`config.mk`:
```
export PLATFORM = sky130hd
export DESIGN_NAME = sc_stream_decoder
export DESIGN_NICKNAME = d
export VERILOG_FILES = /design/src/rtl/sc_stream_decoder.sv
export SDC_FILE = /design/constraint.sdc
export NUM_CORES = 1
export LEC_CHECK = 0
export ABC_AREA = 1
export CAP_MARGIN = 20
export CORE_ASPECT_RATIO = 0.9
export CORE_MARGIN = 5
export CORE_UTILIZATION = 56
export DETAILED_ROUTE_END_ITERATION = 10
export HOLD_SLACK_MARGIN = 0.06
export PLACE_DENSITY = 0.76
export SYNTH_ARGS = -nofsm -noshare
export SYNTH_HDL_FRONTEND = slang
export SYNTH_SLANG_ARGS = --single-unit
```
`constraint.sdc`:
```
create_clock -name clock -period 5.1 [get_ports clock]
set_input_delay 1.02 -clock clock [delete_from_list [all_inputs] [get_ports clock]]
set_output_delay 1.02 -clock clock [all_outputs]
set_load 0.1 [all_outputs]
```
`src/rtl/sc_stream_decoder.sv`:
```
// sc_stream_decoder: multi-lane stochastic-to-binary decoder counting 1s over 2^N valid samples.
// Ports: clock, reset (async, active-high), start (open/restart window), bit_valid, bits[LANES],
//        out[(N+1)*LANES] (lane i at [(i+1)*(N+1)-1 : i*(N+1)]), done (one-cycle pulse), busy.
// Option: define SC_DECODER_BIPOLAR_EN for bipolar output 2*count-2^N (saturated at 2^N-1).
module sc_stream_decoder #(
  parameter int N = 12,
  parameter int LANES = 4
) (
  input  logic                     clock,
  input  logic                     reset,
  input  logic                     start,
  input  logic                     bit_valid,
  input  logic [LANES-1:0]         bits,
  output logic [(N+1)*LANES-1:0]   out,
  output logic                     done,
  output logic                     busy
);
  typedef enum logic {IDLE, ACCUM} state_t;
  state_t state, state_nx;
  logic [N:0] cnt [LANES];
  logic [N:0] tot [LANES];
  logic [N-1:0] smp;
  logic [(N+1)*LANES-1:0] res;
  logic fire;
  assign fire = (state == ACCUM) && bit_valid && (&smp);
  assign busy = (state == ACCUM);
  always_comb begin
    state_nx = state;
    state_nx = start ? ACCUM : fire ? IDLE : state;
  end
  always_ff @(posedge clock or posedge reset)
    if (reset) state <= IDLE;
    else state <= state_nx;
  for (genvar g = 0; g < LANES; g++) begin : g_lane
    // Completion commits the count including the final sample's bit.
    assign tot[g] = cnt[g] + (N+1)'(bits[g]);
`ifdef SC_DECODER_BIPOLAR_EN
    // Full count (2^N) would be +2^N, which does not fit; clamp to 2^N-1.
    assign res[g*(N+1) +: N+1] = tot[g][N] ? {1'b0, {N{1'b1}}}
                                           : {tot[g][N-1:0], 1'b0} - {1'b1, {N{1'b0}}};
`else
    assign res[g*(N+1) +: N+1] = tot[g];
`endif
  end
  always_ff @(posedge clock or posedge reset)
    if (reset) begin
      smp <= '0;
      for (int i = 0; i < LANES; i++) cnt[i] <= '0;
    end else if (start) begin
      smp <= '0;
      for (int i = 0; i < LANES; i++) cnt[i] <= '0;
    end else if (state == ACCUM && bit_valid) begin
      smp <= smp + N'(1);
      for (int i = 0; i < LANES; i++) cnt[i] <= tot[i];
    end
  always_ff @(posedge clock or posedge reset)
    if (reset) begin
      out  <= '0;
      done <= 1'b0;
    end else begin
      done <= fire;
      if (fire) out <= res;
    end
endmodule

```
Word-level counts from Yosys, hierarchy flattened:

Index checks and enable logic that the tools add are counted.
Widths: inputs -> output; s select.

* bits in latches: 0
* register bits: 118
* memories kept: 0
* RAM bits: 0
* bits of input ports: 8
* logic and storage cells: 24
* memory bits (read-only): 0
* output and inout bits: 54

* equal/unequal tests: 0
* reduce and logical (&&, ||, !) cells: 5
* divide/modulo/power cells: 0
* bitwise operators: 0
* add/sub/neg operators: 5
* shift-type cells: 0
* multiplexer cells: 6
* $lt $le $gt $ge: 0
* multiply operators: 0

Operators by type and width (number)
* $mux 52: 2
* $add 13x1->13: 4
* $mux 12: 2
* $add 12x1->12 const B: 1
* $reduce_and 12->1: 1
* $reduce_bool 2->1: 2
* $logic_and 1x1->1: 2
* $mux 1: 2

Depth between registers and ports, before layout:

Gate-level depths: netlist of run 1.

* depth in word-level cells: 4
* depth in mapped cells: 9
* depth with buffers taken out: 9

Least setup slack after synthesis of run 1:

Ideal clock, no wire load.

* path type: flip-flop to flip-flop
* start point: register state (netlist: busy)
* end point: register out[10]
* cell stages (with the launch flop): 7
* arrival time: 1924 ps
* library setup time: 120 ps
* path slack: 3056 ps
* buffers on the path: 1
* clock period less this slack: 2044 ps
* data required time: 4980 ps
* cells stage by stage: dfrtp_1 -> nand2_1 -> inv_1 -> nand4_4 -> clkbuf_1 -> nand2_1 -> nand2_1

* longest elaborated chain between the ends: 2

Ends and longest elaborated chain
* start: declaration: RTL line 19 `state_t state, state_nx;`
* start signal: assignment: RTL line 33 `else state <= state_nx;`
* $logic_and 1x1->1 (2 in a row): RTL line 25 `assign fire = (state == ACCUM) && bit_valid && (&smp);`
* end signal: assignment: RTL line 62 `if (fire) out <= res;`
* end: declaration: RTL line 14 `output logic [(N+1)*LANES-1:0] out,`

No other way between the ends.
A chain may end at the register's enable or synchronous reset.

Worst setup path after layout of run 1:

* start point: register out[25]
* end point: output port out[25]

No word-level cell between the ends.

==> flow_summary.ini, run 1 <==
[final_layout]
drive_gt1_share_pct = 5.52
area_delta_synth_final_pct = 23.9
multi_input_area_sq_mm = 0.00227
diodes = 0
post-route-util_pct = 71.2
seqCellArea_sq_mm = 0.00295
nNetsFinal = 765
post-route-cell-area_sq_mm = 0.00691
n_fill_cell = 740

[worst_setup_path]
crit_family = buffers and inverters
cp.required_ns = 4.08
crit_path_start_kind = register
path_max_fanout = 2
cp-end-kind = output pin
critPathBufInv = 1
r2r_cells = 7
timing.rr.start = smp[1]
arrival_ns = 2.04
cpPeakStageDelay_ns = 1.15
cp_cell_sequence = clkdlybuf4s50_1
worstSetupPathDepth = 1
r2r_slack_ns = 2.68
crit_slowest_cell = clkdlybuf4s50_1
path_class = register to output pin
timing.rr.end = out[12]

[timing]
max_slew_margin_pct = 34.0
report.final.hold_viol_count = 0
worst_slew_pin_slew_ns = 0.986
post-route-period-util_pct = 60.0
fin_tns_setup_ns = 0
maxSlewViolCount = 0
finalCriticalPeriod_ns = 3.06
setup_slack_ns = 2.04
rsz0062_at_grt = false
final.setup_skew_ns = 0.00981
max_freq_mhz = 327
setup_viol = 0

[clocking]
cts_tree = built
cts_made_buffers = 17
clkLatencyLatePin_ns = 0.51
cts.clk_slew.worst_paths_ns = 0.06
cts_setup_buffers = 0
ctsHtreeMaxLevel = 4
ctsHoldBuffers = 0
cts_resized = 0
cts_buffer_depth = 2
clockRootBuffer = clkbuf_8
clock-sinks = 118

[floorplanning]
initial_utilization_pct = 57.5
rows = 34
core_sq_mm = 0.00970
die_h_um = 105
num_io_pins = 62
die_area_sq_mm = 0.0121
dieWidth_um = 115

[routing]
routed_wirelength_mm = 12.7
drt_iter0_markers = 274
wire_per_inst_um = 14.4
drc_errors = 0
routed_via_density = 5.37
wl_met2_mm = 5.96
via_count = 4761
drtPass1Iterations = 5
wl_met3_um = 719
ant_nets = 0
top_layer = met4
wl_met1_mm = 5.96

[placed_design]
gp_congestion = 0.848
place_ws_ns = 1.67
dpl.hpwl_mm = 8.39
port_buffers = 61
placed_area_sq_mm = 0.00627

[yosys]
ys_warn_count = 0
yosys-top-cells-count = nand2_1, dfrtp_1, inv_1
syn_avg_cell_area_sq_um = 8.14
async_flop_share_pct = 100
synth_cell_types = 21
synth_nets = 702
yosysMostFrequentCell = nand2_1
synth_top_area_share_pct = 53.0
synth_area_sq_mm = 0.00558
yosys.area.top_type = dfrtp_1
postSynthCellCount = 685
synthFlopType = dfrtp_1
synth-edff-count = 0
synth.area.top_cells = dfrtp_1, nand2_1, nand3_1
ys_ff_latch = 118
ys_seq_area_share_pct = 53.0

[global_route]
grt_use_total_pct = 22.4
first_global_vias = 4699
gr-total-overflow = 0
grt_pass1_wl_mm = 22.0
grt_max_degree = 60
antenna_found_initial = 0

[power_and_ir_drop]
power_density_mw_per_mm2 = 330
ir_drop_mv = 0.278
p_leak_nw = 3.28

[worst_hold_path]
hold_end = out[49]
holdPathStages = 2
worstHoldPathType = register to register
min_from = out[49]

[flow_run]
maxCapViolCount = 0

[run_status]
status = completed
through the flow:
step                      total power, mW  hold WS [ns]  cells
after global routing                 2.35         0.499    887
final                                2.28         0.477    887
after CTS                            2.30         0.481    887
after detailed placement             1.03         0.464    855
after global placement               1.03         0.466    855
after floorplan                      1.01         0.455    685
worst max path at each step:
stage	startpoint	to	slack [ns]
after floorplan	reset	busy	0.95
after global placement	bit_valid	out[38]	1.72
after detailed placement	bit_valid	out[12]	1.67
after CTS	out[25]	out[25]	2.03
after global routing	bit_valid	out[33]	1.92
final	out[25]	out[25]	2.04
sequential cells by signal (all words and copies together) (netlist names):
| register | count |
|---|---|
| out | 52 |
| cnt | 52 |
| done | 1 |
| smp | 12 |
| busy | 1 |
report_power, final:
group / leakage, nW / switching [mW] / total, mW / internal, mW
Sequential: 1.64 / 0.00376 / 0.946 / 0.942
Clock: 0.307 / 0.423 / 1.27 / 0.846
Combinational: 1.33 / 0.0539 / 0.0686 / 0.0147
layer usage:
metal | up-vias | track usage (%)
met5 | - | 0
met4 | 0 | 5.78
met3 | 12 | 5.78
met2 | 137 | 35.8
met1 | 2297 | 30.5
li1 | 2315 | -
cells by family (layout without fill, tap and decap cells):
| kind of cell | count (synthesis) | in the layout | share of synthesized area (%) |
|---|---|---|---|
| xor+xnor | 28 | 28 | 4.40 |
| fa+ha+maj | 9 | 9 | 2.02 |
| flops | 118 | 118 | 53.0 |
| buf+inv | 88 | 164 | 6.33 |
| compound gates | 70 | 70 | 6.53 |
| simple gates | 372 | 372 | 27.8 |
placed cells by master (no fill, tap or decap), drive strengths merged:
| master | n |
|---|---|
| ha | 9 |
| xnor2 | 20 |
| o22ai | 8 |
| a22o | 1 |
| clkinv | 3 |
| xor2 | 8 |
| nor3 | 1 |
| o21ai | 53 |
| clkdlybuf4s50 | 61 |
| nor2 | 43 |
| inv | 69 |
| nand4 | 17 |
| dfrtp | 118 |
| clkinvlp | 3 |
| clkbuf | 21 |
| buf | 3 |
| bufinv | 4 |
| nand3 | 62 |
| a21oi | 8 |
| nand2 | 249 |
worst register-to-register path, delay by kind of cell, from the launching register on:
kind	cells	cell delay (ns)
buf+inv	1	0.64
flops	1	0.39
simple gates	5	1.15
fa+ha+maj	1	0.18
area by class of cell:
class / instances / area share [%]
well taps: 126 / 2.28
multi-input cells: 479 / 32.8
clock inverters: 11 / 2.46
clock buffers: 21 / 6.79
flip-flops and latches: 118 / 42.7
repair buffers: 64 / 9.16
inverters: 68 / 3.73
(Power assumes the default switching activity.)
==> run 2, diff against run 1 <==
==> constraint.sdc (replaced) <==
create_clock -name clock -period 3.17 [get_ports clock]
set_input_delay 0.634 -clock clock [delete_from_list [all_inputs] [get_ports clock]]
set_output_delay 0.634 -clock clock [all_outputs]
set_load 0.1 [all_outputs]
==> flow_summary.ini, run 2 (same netlist as run 1, synthesis figures left out) <==
[placed_design]
port_buffers = 61
gp_congestion = 0.812
dpl.hpwl_mm = 8.56
dpl.cell_count = 860
placed_area_sq_mm = 0.00620

[routing]
drc_errors = 0
routed_via_density = 5.27
drt_iter0_markers = 383
routed_wirelength_mm = 12.9
via_count = 4702
drtPass1Iterations = 6
ant_nets = 0
wire_per_inst_um = 14.4

[final_layout]
nNetsFinal = 770
drive_gt1_share_pct = 13.2
post-route-cell-area_sq_mm = 0.00680
layout_commonest_cell = nand2_1
mostFrequentLayoutCells = nand2_1, dfrtp_1, inv_1, nand3_1, buf_4
instances_no_fill = 892
area_delta_synth_final_pct = 22.0
largestRegisters = cnt (52), out (52), smp (12)
diodes = 0

[floorplanning]
die_h_um = 105
dieWidth_um = 115
num_io_pins = 62
initial_utilization_pct = 57.5
rows = 34
core_sq_mm = 0.00970
die_area_sq_mm = 0.0121

[flow_run]
maxCapViolCount = 0

[worst_setup_path]
cp-end-kind = register
r2r_cells = 7
path_class = input port to register
cp_cell_sequence = clkdlybuf4s50_1 -> nand2_1 -> inv_1 -> nand4_4 -> inv_2 -> nand3_1 -> nand2_1
cp.required_ns = 3.63
arrival_ns = 2.38
critPathBufInv = 3
cpMostUsedCell = nand2_1
crit_path_start_kind = input port
crit_slowest_cell = clkdlybuf4s50_1
path_max_fanout = 24
timing.rr.start = smp[1]
timing.rr.end = out[51]
crit_family = buffers and inverters
cpPeakStageDelay_ns = 0.45
r2r_slack_ns = 1.27

[clocking]
cts_resized = 0
cts_buffer_depth = 2
cts_made_buffers = 17
cts_setup_buffers = 0
cts.clk_slew.worst_paths_ns = 0.06
clockRootBuffer = clkbuf_8
cts_tree = built
ctsHoldBuffers = 0
ctsHtreeMaxLevel = 4
clkLatencyLatePin_ns = 0.52
clock-sinks = 118

[run_status]
status = completed

[global_route]
first_global_vias = 4691
antenna_found_initial = 0
grt_pass1_wl_mm = 21.9
grt_use_total_pct = 22.5
gr-total-overflow = 0
grt_max_degree = 48

[timing]
max_slew_margin_pct = 49.2
worst_slew_pin_slew_ns = 0.760
report.final.hold_viol_count = 0
finalCriticalPeriod_ns = 1.92
post-route-period-util_pct = 60.5
maxSlewViolCount = 0
fin_tns_setup_ns = 0
rsz0062_at_grt = false
final.setup_skew_ns = 0.00791
setup_viol = 0
max_freq_mhz = 521

[worst_hold_path]
hold_end = out[8]
holdPathStages = 2
worstHoldPathType = register to register
min_from = out[8]

[power_and_ir_drop]
p_leak_nw = 3.40
ir_drop_mv = 0.286
power_density_mw_per_mm2 = 529
[run 2: cell types whose count changed in the layout (fill, tap and decap cells not counted)]
cell	delta
buf_4	+57
clkinv_4	+2
buf_12	+2
bufinv_16	-1
clkbuf_8	-3
inv_6	+2
inv_4	-1
clkdlybuf4s50_1	-54
clkinvlp_4	+1
[run 2: metrics by stage]
| step | util (%) | power (mW) | setup WS [ns] | hold slack [ns] |
|---|---|---|---|---|
| after CTS | 70.1 | 3.62 | 1.24 | 0.483 |
| after global routing | 70.1 | 3.70 | 1.08 | 0.504 |
| final | 70.1 | 3.60 | 1.25 | 0.482 |
| after floorplan | - | 1.62 | 1.09 | 0.455 |
| after detailed placement | 63.9 | 1.67 | 0.701 | 0.466 |
| after global placement | 63.9 | 1.66 | 0.777 | 0.466 |
[run 2: tightest hold or removal path: stages (launching register included)]
cell	delay, ns
dfrtp_1	0.34
nand2_1	0.05
nand2_1	0.05
[run 2: how the worst max path moves through the flow]
stage	startpoint	to	slack [ns]	cells past startpoint
3_5_place_dp	bit_valid	out[51]	0.70	7
4_1_cts	bit_valid	out[51]	1.24	7
2_1_floorplan	reset	busy	1.09	1
3_3_place_gp	bit_valid	out[9]	0.78	7
5_1_grt	bit_valid	out[51]	1.08	7
6_report	bit_valid	out[51]	1.25	7
[run 2: cell type report]
class / count / area [sq um]
sequential: 118 / 2950
fill: 745 / 2900
multi-input combinational: 479 / 2270
timing repair buffer: 69 / 561
clock buffer: 18 / 428
inverter: 68 / 259
clock inverter: 14 / 175
tap: 126 / 158
[run 2: per-layer routing]
metal / track usage (%) / up-vias / wire length [um]
li1: - / 2321 / -
met2: 35.9 / 114 / 6100
met1: 30.9 / 2245 / 5920
met5: 0 / - / 0
met4: 6.87 / 0 / 182
met3: 4.74 / 22 / 655
[run 2: power by group]
| group | internal, mW | switching [mW] | leakage, nW | total (mW) |
|---|---|---|---|---|
| Combinational | 0.0301 | 0.0893 | 1.47 | 0.119 |
| Clock | 1.23 | 0.734 | 0.288 | 1.96 |
| Sequential | 1.51 | 0.00601 | 1.64 | 1.52 |
